--- src/rtl/flags_update.sv ---
// flags_update: one-stage EFLAGS producer. Computes status/control flag changes,
// forwards its own pending write, enforces CPL/IOPL on IF/IOPL, and drives the STI shadow.
module flags_update (
  input  logic        clock,
  input  logic        reset,
  input  logic        in_valid,
  input  logic [3:0]  op,
  input  logic [1:0]  size,
  input  logic [31:0] a,
  input  logic [31:0] b,
  input  logic [1:0]  cpl,
  input  logic [31:0] eflags_in,
  output logic        write_enable,
  output logic [31:0] write_data,
  output logic [31:0] write_mask,
  output logic        write_IOPL_enable,
  output logic [1:0]  write_IOPL_data,
  output logic        gp_fault,
  output logic        int_shadow
);
  localparam logic [3:0] OP_ADD = 4'd0,  OP_ADC = 4'd1,  OP_SUB = 4'd2,  OP_SBB = 4'd3,
                         OP_LOGIC = 4'd4, OP_INC = 4'd5, OP_DEC = 4'd6,  OP_POPF = 4'd7,
                         OP_CLC = 4'd8,  OP_STC = 4'd9,  OP_CMC = 4'd10, OP_CLD = 4'd11,
                         OP_STD = 4'd12, OP_CLI = 4'd13, OP_STI = 4'd14;

  logic        we_q, we_d;
  logic [31:0] wdata_q, wdata_d;
  logic [31:0] wmask_q, wmask_d;
  logic        iopl_en_q, iopl_en_d;
  logic [1:0]  iopl_q, iopl_d;
  logic        gp_q, gp_d;
  logic        shadow_q, shadow_d;
  logic        armed_q, armed_d;

  // Effective flags: committed image overlaid with our own write still in flight.
  logic [31:0] f;
  always_comb begin
    f = eflags_in;
    if (we_q) f = (eflags_in & ~wmask_q) | (wdata_q & wmask_q);
    if (iopl_en_q) f[13:12] = iopl_q;
  end

  logic priv_ok;
  assign priv_ok = (cpl <= f[13:12]);

  logic [31:0] wmsk, opb, r, arith_f;
  logic [32:0] sum;
  logic        is_sub, is_logic, cin, cout, msb_a, msb_b, msb_r, of;
  always_comb begin
    case (size)
      2'b00:   wmsk = 32'h0000_00FF;
      2'b01:   wmsk = 32'h0000_FFFF;
      default: wmsk = 32'hFFFF_FFFF;
    endcase
    is_sub   = (op == OP_SUB) || (op == OP_SBB) || (op == OP_DEC);
    is_logic = (op == OP_LOGIC);
    opb      = ((op == OP_INC) || (op == OP_DEC)) ? 32'd1 : b;
    cin      = ((op == OP_ADC) || (op == OP_SBB)) && f[0];
    // Operands are zero-extended to width w, so bit w of the sum is carry/borrow out.
    if (is_sub) sum = {1'b0, a & wmsk} - {1'b0, opb & wmsk} - {32'd0, cin};
    else        sum = {1'b0, a & wmsk} + {1'b0, opb & wmsk} + {32'd0, cin};
    r = is_logic ? (a & wmsk) : (sum[31:0] & wmsk);
    case (size)
      2'b00:   begin cout = sum[8];  msb_a = a[7];  msb_b = opb[7];  msb_r = r[7];  end
      2'b01:   begin cout = sum[16]; msb_a = a[15]; msb_b = opb[15]; msb_r = r[15]; end
      default: begin cout = sum[32]; msb_a = a[31]; msb_b = opb[31]; msb_r = r[31]; end
    endcase
    of = is_sub ? ((msb_a != msb_b) && (msb_r != msb_a))
                : ((msb_a == msb_b) && (msb_r != msb_a));
    arith_f     = '0;
    arith_f[0]  = cout & ~is_logic;
    arith_f[2]  = ~^r[7:0];
    arith_f[4]  = (a[4] ^ opb[4] ^ r[4]) & ~is_logic;
    arith_f[6]  = (r == 32'd0);
    arith_f[7]  = msb_r;
    arith_f[11] = of & ~is_logic;
  end

  logic [31:0] new_f;
  logic        sti_set;
  always_comb begin
    we_d      = 1'b0;
    wmask_d   = '0;
    new_f     = '0;
    iopl_en_d = 1'b0;
    iopl_d    = 2'b00;
    gp_d      = 1'b0;
    if (in_valid) begin
      case (op)
        OP_ADD, OP_ADC, OP_SUB, OP_SBB, OP_LOGIC: begin
          we_d = 1'b1; wmask_d = 32'h0000_08D5; new_f = arith_f;
        end
        OP_INC, OP_DEC: begin
          we_d = 1'b1; wmask_d = 32'h0000_08D4; new_f = arith_f;
        end
        OP_POPF: begin
          // IF follows the popped image only when privileged enough; otherwise it is kept.
          we_d      = 1'b1;
          wmask_d   = priv_ok ? 32'h0000_4FD5 : 32'h0000_4DD5;
          new_f     = a;
          iopl_en_d = (cpl == 2'd0);
          iopl_d    = (cpl == 2'd0) ? a[13:12] : 2'b00;
        end
        OP_CLC, OP_STC, OP_CMC: begin
          we_d = 1'b1; wmask_d = 32'h0000_0001;
          new_f[0] = (op == OP_STC) || ((op == OP_CMC) && !f[0]);
        end
        OP_CLD, OP_STD: begin
          we_d = 1'b1; wmask_d = 32'h0000_0400; new_f[10] = (op == OP_STD);
        end
        OP_CLI, OP_STI: begin
          if (priv_ok) begin
            we_d = 1'b1; wmask_d = 32'h0000_0200; new_f[9] = (op == OP_STI);
          end else begin
            gp_d = 1'b1;
          end
        end
        default: ;
      endcase
    end
    wdata_d = '0;
    if (we_d) begin
      wdata_d = (f & ~wmask_d) | (new_f & wmask_d);
      wdata_d[13:12] = iopl_en_d ? iopl_d : f[13:12];
    end
    // Shadow covers the STI output cycle and the output cycle of the next valid instruction.
    sti_set = in_valid && (op == OP_STI) && priv_ok && !f[9];
    if (in_valid) begin
      shadow_d = sti_set || armed_q;
      armed_d  = sti_set;
    end else begin
      shadow_d = armed_q;
      armed_d  = armed_q;
    end
  end

  always_ff @(posedge clock) begin
    if (!reset) begin
      we_q      <= 1'b0;
      wdata_q   <= '0;
      wmask_q   <= '0;
      iopl_en_q <= 1'b0;
      iopl_q    <= 2'b00;
      gp_q      <= 1'b0;
      shadow_q  <= 1'b0;
      armed_q   <= 1'b0;
    end else begin
      we_q      <= we_d;
      wdata_q   <= wdata_d;
      wmask_q   <= wmask_d;
      iopl_en_q <= iopl_en_d;
      iopl_q    <= iopl_d;
      gp_q      <= gp_d;
      shadow_q  <= shadow_d;
      armed_q   <= armed_d;
    end
  end

  assign write_enable      = we_q;
  assign write_data        = wdata_q;
  assign write_mask        = wmask_q;
  assign write_IOPL_enable = iopl_en_q;
  assign write_IOPL_data   = iopl_q;
  assign gp_fault          = gp_q;
  assign int_shadow        = shadow_q;
endmodule

--- config.mk ---
export PLATFORM = sky130hd
export DESIGN_NAME = flags_update
export DESIGN_NICKNAME = d
export VERILOG_FILES = /design/src/rtl/flags_update.sv
export SDC_FILE = /design/constraint.sdc
export NUM_CORES = 1
export LEC_CHECK = 0
export CAP_MARGIN = 40
export CORE_MARGIN = 8
export CORE_UTILIZATION = 55
export DETAILED_ROUTE_END_ITERATION = 16
export GPL_TIMING_DRIVEN = 0
export PLACE_DENSITY = 0.88
export SYNTH_ARGS = -nofsm -noshare
export SYNTH_HDL_FRONTEND = slang
export SYNTH_SLANG_ARGS = --single-unit
--- constraint.sdc ---
create_clock -name clock -period 15.7 [get_ports clock]
set_clock_uncertainty 0.15 [all_clocks]
set_input_delay 2.355 -clock clock [delete_from_list [all_inputs] [get_ports clock]]
set_output_delay 2.355 -clock clock [all_outputs]
set_load 0.01 [all_outputs]
== Word level (Yosys, flattened, before mapping) ==
Cells that the tools add are included.
Cells by class
  $add $sub $neg: 4
  $lt $le $gt $ge: 1
  eq/ne operators: 18
  muxes and demuxes: 33
  bitwise logic cells: 17
  reductions and logical operators: 29
Operators by type and width (number)
  32-bit bitwise AND: 7
  32-bit two-way mux: 4
  15-bit case mux with 6 select lines: 1
  32-bit NOT: 2
  32-bit bitwise OR: 2
  32-bit case mux with 2 select lines: 1
  21-bit case mux with 2 select lines: 1
  32-bit by 32-bit adder with 33-bit output: 1
  33-bit by 1-bit adder with 33-bit output: 1
  33-bit two-way mux: 1
  32-bit by 32-bit subtractor with 33-bit output: 1
  33-bit by 1-bit subtractor with 33-bit output: 1
  32-bit zero test: 1
  4-bit == test, second input constant: 7
  10-bit two-way mux: 2
  4-bit by 3-bit == test with 1-bit output, second input constant: 4
  8-bit case mux with 2 select lines: 1
  15-bit two-way mux: 1
  1-bit case mux with 2 select lines: 7
  13-bit OR reduction: 1
  2-bit two-way mux: 5
  4-bit by 2-bit == test with 1-bit output, second input constant: 2
  1-bit two-way mux: 8
  8-bit XNOR reduction: 1
  20 further kinds: 39
Storage, ports and cells
  register bits after elaboration: 71
  logic and storage cells: 110

== Longest topological paths before layout ==
Gate-level depths: netlist of run 1.
  word-level depth: 18
  depth in mapped cells: 25
  gate-level depth less buffers: 24

== Least setup slack after synthesis of run 1 ==
Ideal clock, no wire load.
  path kind: input -> register
  from: input port op[3]
  to: register (tool-made name)
  setup time: 0.091 ns
  arrival: 6.775 ns
  data required time: 15.459 ns
  path slack: 8.684 ns
  cell stages on the path: 24
  path buffers: 2
  path through: buf_2 -> buf_1 -> nand2b_1 -> or3_1 -> inv_1 -> fa_1 -> ha_1 -> or2_2 -> fa_1 -> nand2b_1 -> a2111oi_0 -> nor2_1 -> xor2_1 -> nor2_1 -> a211oi_1 -> a21oi_1 -> ha_1 -> and4_1 -> o2111ai_1 -> a21oi_1 -> nand2_1 -> o31ai_1 -> nand3_1 -> a311oi_1
RTL lines
  start: declaration: RTL line 7  | input logic [3:0] op,

== Final worst setup path of run 1 ==
  from: input port op[3]
  to: register wdata_q[0], in the netlist write_data[0]
On the way
  word-level cells in the longest chain between the ends: 13
  elaborated cells on any way between the ends: 50
  classes of those cells: add/sub: 4; eq/ne: 14; mux: 9; bitwise: 7; reduce/logical: 16
Ends and longest elaborated chain
  4-bit by 3-bit == test with 1-bit output, on equally long branches: RTL line 57, 89, 55
  1-bit logical OR: RTL line 57  | opb = ((op == OP_INC) || (op == OP_DEC)) ? 32'd1 : b;
  32-bit two-way mux: RTL line 57
  32-bit bitwise AND: RTL line 60, 61
  32-bit by 32-bit adder with 33-bit output or 32-bit by 32-bit subtractor with 33-bit output (tied branches): RTL line 61, 60
  33-bit by 1-bit adder with 33-bit output or 33-bit by 1-bit subtractor with 33-bit output (tied branches): RTL line 61, 60
  33-bit two-way mux: RTL line 60  | if (is_sub) sum = {1'b0, a & wmsk} - {1'b0, opb & wmsk} - {32'd0, cin};
  1-bit case mux with 2 select lines: RTL line 63  | case (size)
  1-bit bitwise AND: RTL line 71  | arith_f[0] = cout & ~is_logic;
  1-bit case mux with 3 select lines: RTL line 89  | case (op)
  32-bit two-way mux: RTL line 88  | if (in_valid) begin
  32-bit bitwise AND: RTL line 123  | wdata_d = (f & ~wmask_d) | (new_f & wmask_d);
  32-bit bitwise OR: RTL line 123
  end signal: assignment: RTL line 149  | wdata_q <= wdata_d;
  end: declaration: RTL line 27  | logic [31:0] wdata_q, wdata_d;
Parallel ways exist; a longest one is shown, timed or not.
A chain may end at the register's enable or synchronous reset.

==> results of run 1 <==
## critical path: cells and delay by family
| kind | cells | cell delay (ns) |
|---|---|---|
| AOI/OAI and AO/OA | 7 | 2.14 |
| xor gates and xnor gates | 1 | 0.13 |
| adders and majority gates | 3 | 1.16 |
| buffers and inverters | 5 | 1.14 |
| and+or+nand+nor | 6 | 1.26 |
## power by group through the flow
stage / Combinational (mW) / Sequential, mW / Clock [mW]
after floorplan: 0.253 / 0.122 / 0
after global placement: 0.353 / 0.120 / 0
after detailed placement: 0.358 / 0.120 / 0
after CTS: 0.361 / 0.118 / 0.121
after global routing: 0.403 / 0.118 / 0.128
final: 0.370 / 0.118 / 0.121
## worst min path at each step
stage	startpoint	cells past startpoint	end	slack (ns)
after CTS	flop	2	flop	0.32
after global routing	flop	2	flop	0.35
final	flop	2	flop	0.32
after detailed placement	flop	2	flop	0.32
after floorplan	armed_q	2	int_shadow	0.29
after global placement	flop	2	flop	0.31
## metrics by stage
stage | worst slack, ns | cell area (um^2) | util | hold WS, ns | power (mW)
floorplan | 8.68 | 7340 | - | 0.294 | 0.376
global placement | 7.47 | 9060 | 0.692 | 0.306 | 0.474
detailed placement | 7.33 | 9070 | 0.693 | 0.316 | 0.479
CTS | 7.61 | 9240 | 0.706 | 0.322 | 0.601
global route | 7.19 | 9240 | 0.706 | 0.346 | 0.650
finish | 7.53 | 9240 | 0.706 | 0.319 | 0.609
## cell type report
class | count | area, um^2 | share of cell area
plain buffers | 65 | 354 | 0.0383
inverters | 101 | 379 | 0.0410
multi-input cells | 834 | 5720 | 0.619
well taps | 176 | 220 | 0.0238
clock buffers | 6 | 139 | 0.0150
clock inverters | 2 | 38.8 | 0.00420
repair buffers | 151 | 1510 | 0.163
flip-flops and latches | 44 | 881 | 0.0953
## cell usage after synthesis, drive strengths merged, types with 7 or more instances
cell / number / share of area
inv: 100 / 0.052
ha: 97 / 0.17
nand2: 93 / 0.048
a21oi: 74 / 0.051
nor2: 73 / 0.038
o21ai: 46 / 0.032
dfxtp: 44 / 0.12
and2: 43 / 0.037
xnor2: 34 / 0.041
buf: 33 / 0.032
clkbuf: 32 / 0.017
and3: 31 / 0.027
nand3: 31 / 0.021
nor3: 20 / 0.014
nor4: 18 / 0.016
a21o: 17 / 0.018
a211oi: 16 / 0.017
nor2b: 15 / 0.013
o211ai: 15 / 0.016
nand2b: 14 / 0.012
xor2: 13 / 0.017
a31oi: 11 / 0.010
nand4: 11 / 0.0095
mux2i: 10 / 0.014
a2111oi: 9 / 0.013
or3: 9 / 0.0078
a221oi: 7 / 0.0093
a311oi: 7 / 0.0093
and4: 7 / 0.0084
## routing by layer
layer / vias to the layer above / track usage
met5: - / 0
met1: 3735 / 0.350
met4: 0 / 0.0898
met3: 50 / 0.0369
met2: 429 / 0.470
li1: 3956 / -
## cell families (layout without fill, tap and decap cells)
kind of cell / count (synthesis) / count (layout) / synth area share
AO/OA/AOI/OAI: 265 / 265 / 0.247
XOR/XNOR: 47 / 47 / 0.0577
adder cells (fa/ha/maj): 103 / 103 / 0.181
buffers and inverters: 166 / 325 / 0.101
flip-flops: 44 / 44 / 0.121
multiplexers: 13 / 13 / 0.0200
other: 1 / 22 / 0.000517
AND/OR/NAND/NOR: 384 / 384 / 0.271
==> flow_summary_export.csv, run 1 <==
group,metric,value,unit
outcome,outcome,"completed",
global_route,grt.overflow.total,0,
yosys,synthArstFlopShare,0,
die,core,0.0131,mm^2
power,p_switching,252,uW
critical_path,crit_chain,"clkdlybuf4s50_1, buf_2, buf_1, nand2b_1, or3_1, inv_1, fa_1, inv_1, ha_1, or2_2, fa_1, nand2b_1, a2111oi_0, nor3_1, o21bai_1, o21ai_0, a221oi_1, o21ai_0, nor4_1, a21oi_1, xnor2_1, o211a_1",
route,drt_pass1_iterations,8,
power,p_leak,4.16,nW
route,top_layer_used,"met4",
final_layout,antennaDiodeCount,0,
sta,finalCriticalPeriod,8.17,ns
final_layout,finish.net_count,1410,
place,dpl.hpwl,20.3,mm
yosys,synth_edf_count,0,
power,power.internal,357,uW
route,wl_met2,11.2,mm
clock_network,clock-root-buffer,"clkbuf_16",
critical_path,cp-start-kind,"input port",
sta,fin_crit_sh,0.520,
final_layout,mostFrequentLayoutCells,"clkdlybuf4s50_1, inv_1, ha_1",
yosys,synthesis.area,0.00726,mm^2
global_route,grt_pass1_wl,37.9,mm
yosys,ys_seq_area_frac,0.121,
final_layout,layout_commonest_cell,"clkdlybuf4s50_1",
power,swShare,0.414,
route,vias,8170,
critical_path,cp_slowest_stage_delay,0.58,ns
final_layout,n_fill_cell,1086,
sta,worst_pin_slew,0.827,ns
critical_path,worstRegToRegCells,21,
flow_run,drv_cap,0,
die,rows,42,
global_route,antenna_found_initial,0,
critical_path,crit_type,"in -> reg",
clock_network,cts_resized,0,
place,gp_congestion,0.994,
critical_path,crit_required,15.73,ns
critical_path,crit_arrival,8.20,ns
route,detail_route.wl_per_cell,17.9,um
critical_path,r2r_slack,9.63,ns
power,power_frac_clock,0.199,
critical_path,critical_path.max_fanout,10,
yosys,synth_cell_types,75,
sta,slew_headroom,0.444,
power,ir_drop,47.8,uV
yosys,syn_inst,1023,
clock_network,cts.htree.levels,2,
final_layout,drive_above_1_share,0.0515,
route,wl_met1,10.6,mm
die,dieHeight,131,um
sta,hold_viol_final,0,
die,ios,177,
clock_network,hold_buffers,0,
place,dp.cells,1371,
clock_network,cts.clk_slew.worst_paths,0.06,ns
power,p_seq_frac,0.194,
route,met3_length,2.27,mm
sta,fmax,122,MHz
sta,setup_viol,0,
global_route,grt_max_degree,15,
clock_network,clk_path_buf_depth,2,
clock_network,cts_num_sinks,44,
critical_path,r2r_end,"write_data[0]",
route,drt_iter0_drc,914,
power,p_comb_frac,0.607,
min_path,hold_path_class,"reg -> reg",
critical_path,crit_path_start,"op[3]",
critical_path,crit_path_top_delay_cell,"a2111oi_0",
global_route,first_global_vias,7628,
final_layout,fin_cells,1379,
critical_path,crit_path_end,"write_data[0]",
route,drc,0,
yosys,yosys_warnings,0,
route,routed_via_density,5.92,
die,start_util,0.555,
global_route,grtUsageTotal,0.276,
die,die_x,131,um
clock_network,postCtsSetupBuffers,0,
route,postRouteAntennaNets,0,
route,drt-total-wl,24.7,mm
clock_network,insertion_delay,0.28,ns
clock_network,cts_buffers,5,
yosys,synth_area_per_cell,7.10,um^2
critical_path,end_kind,"flop",
sta,rsz0062_at_grt,"false",
critical_path,reg2reg_from,"write_enable",
clock_network,cts_tree,"done",
die,die_area,0.0171,mm^2
yosys,synth_flop_cell,"dfxtp_1",
sta,tns,0,ns
place,portBuffers,150,
final_layout,area_growth,27.4,%
yosys,synth.ff_latch_count,44,
power,power.density,65.9,mW/mm^2
sta,finalMaxSlewViolations,0,
No activity file was read; power rests on OpenSTA's default activity.
==> run 2: changes to the inputs <==
CORE_UTILIZATION = 52   (was 55)
PLACE_DENSITY = 0.83   (was 0.88)
clock period = 7.6 ns   (was 15.7 ns; I/O delays follow)
==> run 2 against run 1 <==
Net effect: via count fell by 0.27%; sequential power rose by 110%; global-route usage fell by 1.3 points; largest power group unchanged; setup slack got worse by 7.0 ns; total power rose by 110%; critical path depth fell by 2.
==> flow_summary_export.csv, run 2 (same netlist as run 1, synthesis figures left out) <==
group,metric,value,unit
outcome,outcome,"completed",
final_layout,fin_area,0.00925,mm^2
sta,slew_headroom,0.392,
route,detail_route.wl_per_cell,17.8,um
global_route,first_global_vias,7663,
sta,finalMaxSlewViolations,0,
sta,finalCriticalPeriod,7.10,ns
final_layout,area_growth,27.4,%
final_layout,fin_cells,1383,
sta,setup_viol,0,
route,postRouteAntennaNets,0,
clock_network,cts_num_sinks,44,
flow_run,drv_cap,0,
place,dpl.hpwl,20.3,mm
critical_path,cp-start-kind,"input port",
clock_network,cts.htree.levels,2,
sta,fin_crit_sh,0.934,
global_route,use_met1,0.337,
global_route,antenna_found_initial,0,
global_route,grt_max_degree,15,
route,routed_via_density,5.89,
global_route,grt_busiest_layer,"met2",
final_layout,antennaDiodeCount,0,
critical_path,crit_arrival,7.13,ns
clock_network,hold_buffers,0,
sta,hold_viol_final,0,
sta,tns,0,ns
place,gp_congestion,0.976,
clock_network,postCtsSetupBuffers,0,
die,core,0.0138,mm^2
critical_path,worstRegToRegCells,21,
die,rows,43,
critical_path,cp_slowest_stage_delay,0.64,ns
place,post-place-ws,0.426,ns
clock_network,cts_tree,"done",
die,ios,177,
power,ir_drop,101,uV
critical_path,critical_path.max_fanout,10,
sta,fmax,141,MHz
global_route,grt.overflow.total,0,
final_layout,area.sequential,881,um^2
power,power.density,137,mW/mm^2
critical_path,end_kind,"flop",
global_route,grt_util_met3,0.0344,
final_layout,mostFrequentLayoutCells,"clkdlybuf4s50_1, inv_1, ha_1",
clock_network,clk_path_buf_depth,2,
place,dp.cells,1375,
sta,rsz0062_at_grt,"false",
route,drt_iter0_drc,842,
die,dieHeight,134,um
route,vias,8148,
global_route,globalRouteMet2Util,0.436,
die,die_area,0.0180,mm^2
sta,setup_ws,0.504,ns
route,drc,0,
power,p_leak,4.16,nW
critical_path,crit_chain,"clkdlybuf4s50_1, clkbuf_1, nand2b_1, or3_1, inv_1, fa_1, ha_1, or2_2, fa_1, nand2b_1, a2111oi_0, nor3_1, o21bai_1, o21ai_0, a221oi_1, o21ai_0, nor4_1, a21oi_1, xnor2_1, o211a_1",
clock_network,cts_resized,0,
final_layout,multiInputGateArea,0.00572,mm^2
min_path,hold_path_class,"reg -> reg",
global_route,grt_pass1_wl,38.9,mm
final_layout,n_fill_cell,1238,
clock_network,cts_buffers,5,
sta,worst_pin_slew,0.905,ns
clock_network,insertion_delay,0.28,ns
critical_path,crit_required,7.63,ns
clock_network,clock-root-buffer,"clkbuf_16",
final_layout,drive_above_1_share,0.0515,
clock_network,cts.clk_slew.worst_paths,0.06,ns
critical_path,crit_path_top_delay_cell,"clkdlybuf4s50_1",
die,start_util,0.527,
global_route,grtUsageTotal,0.262,
route,drt-total-wl,24.6,mm
final_layout,finish.net_count,1410,
min_path,hold_path_depth,2,
die,die_x,134,um
place,dpl_cell_area,0.00907,mm^2
final_layout,layout_commonest_cell,"clkdlybuf4s50_1",
route,drt_pass1_iterations,5,
place,portBuffers,150,
critical_path,crit_type,"in -> reg",
run 2: final cells by class:
cell class / count / share of cell area
multi-input combinational: 834 / 0.619
timing repair buffer: 151 / 0.163
sequential: 44 / 0.0952
inverter: 101 / 0.0410
buffer: 65 / 0.0383
tap: 180 / 0.0244
clock buffer: 6 / 0.0150
clock inverter: 2 / 0.00419
run 2: through the flow:
step | power (mW) | hold WS [ns] | utilization
3_5_place_dp | 0.990 | 0.318 | 0.659
6_report | 1.26 | 0.324 | 0.672
4_1_cts | 1.25 | 0.327 | 0.672
5_1_grt | 1.35 | 0.359 | 0.672
2_1_floorplan | 0.776 | 0.294 | -
3_3_place_gp | 0.978 | 0.313 | 0.658
run 2: final timing paths:
check,end,slack (ns),start
worst max register to register,write_data[0],1.40,write_enable
worst min register to register,flop,0.32,flop
worst min-delay path,flop,0.32,flop
worst max-delay path,write_data[0],0.50,op[0]
run 2: layer usage:
metal  part of all wire  vias to the layer above  wire length [um]
li1                   -                     3964                 -
met1               0.43                     3721             10600
met2               0.45                      405             11100
met3              0.086                       58              2100
met4              0.031                        0               750
met5                  0                        -                 0
run 2: critical path: cells and delay by family:
family	cells	cell delay [ns]
XOR/XNOR	1	0.14
buffers and inverters	3	1.11
AO/OA/AOI/OAI	7	2.26
adder cells (fa/ha/maj)	3	1.08
AND/OR/NAND/NOR	6	1.41
run 2: where the power goes:
| part | internal (mW) | total [mW] | switching, mW |
|---|---|---|---|
| combinational | 0.333 | 0.765 | 0.432 |
| clock | 0.165 | 0.255 | 0.0907 |
| sequential | 0.240 | 0.244 | 0.00391 |
| total | 0.737 | 1.26 | 0.527 |
==> run 3: changes to the inputs <==
CORE_UTILIZATION = 55   (was 52)
PLACE_DENSITY = 0.88   (was 0.83)
clock period = 8.65 ns   (was 7.6 ns; I/O delays follow)
==> results of run 3 <==
The final DEF is identical to that of run 1. Status: completed.
Among the figures that moved: setup slack after placement 7.33 ns -> 1.34 ns; setup slack after layout 7.53 ns -> 1.54 ns; register-to-register setup slack 9.63 ns -> 2.58 ns; total power 0.609 mW -> 1.11 mW; worst IR drop on VDD 47.8 uV -> 86.7 uV
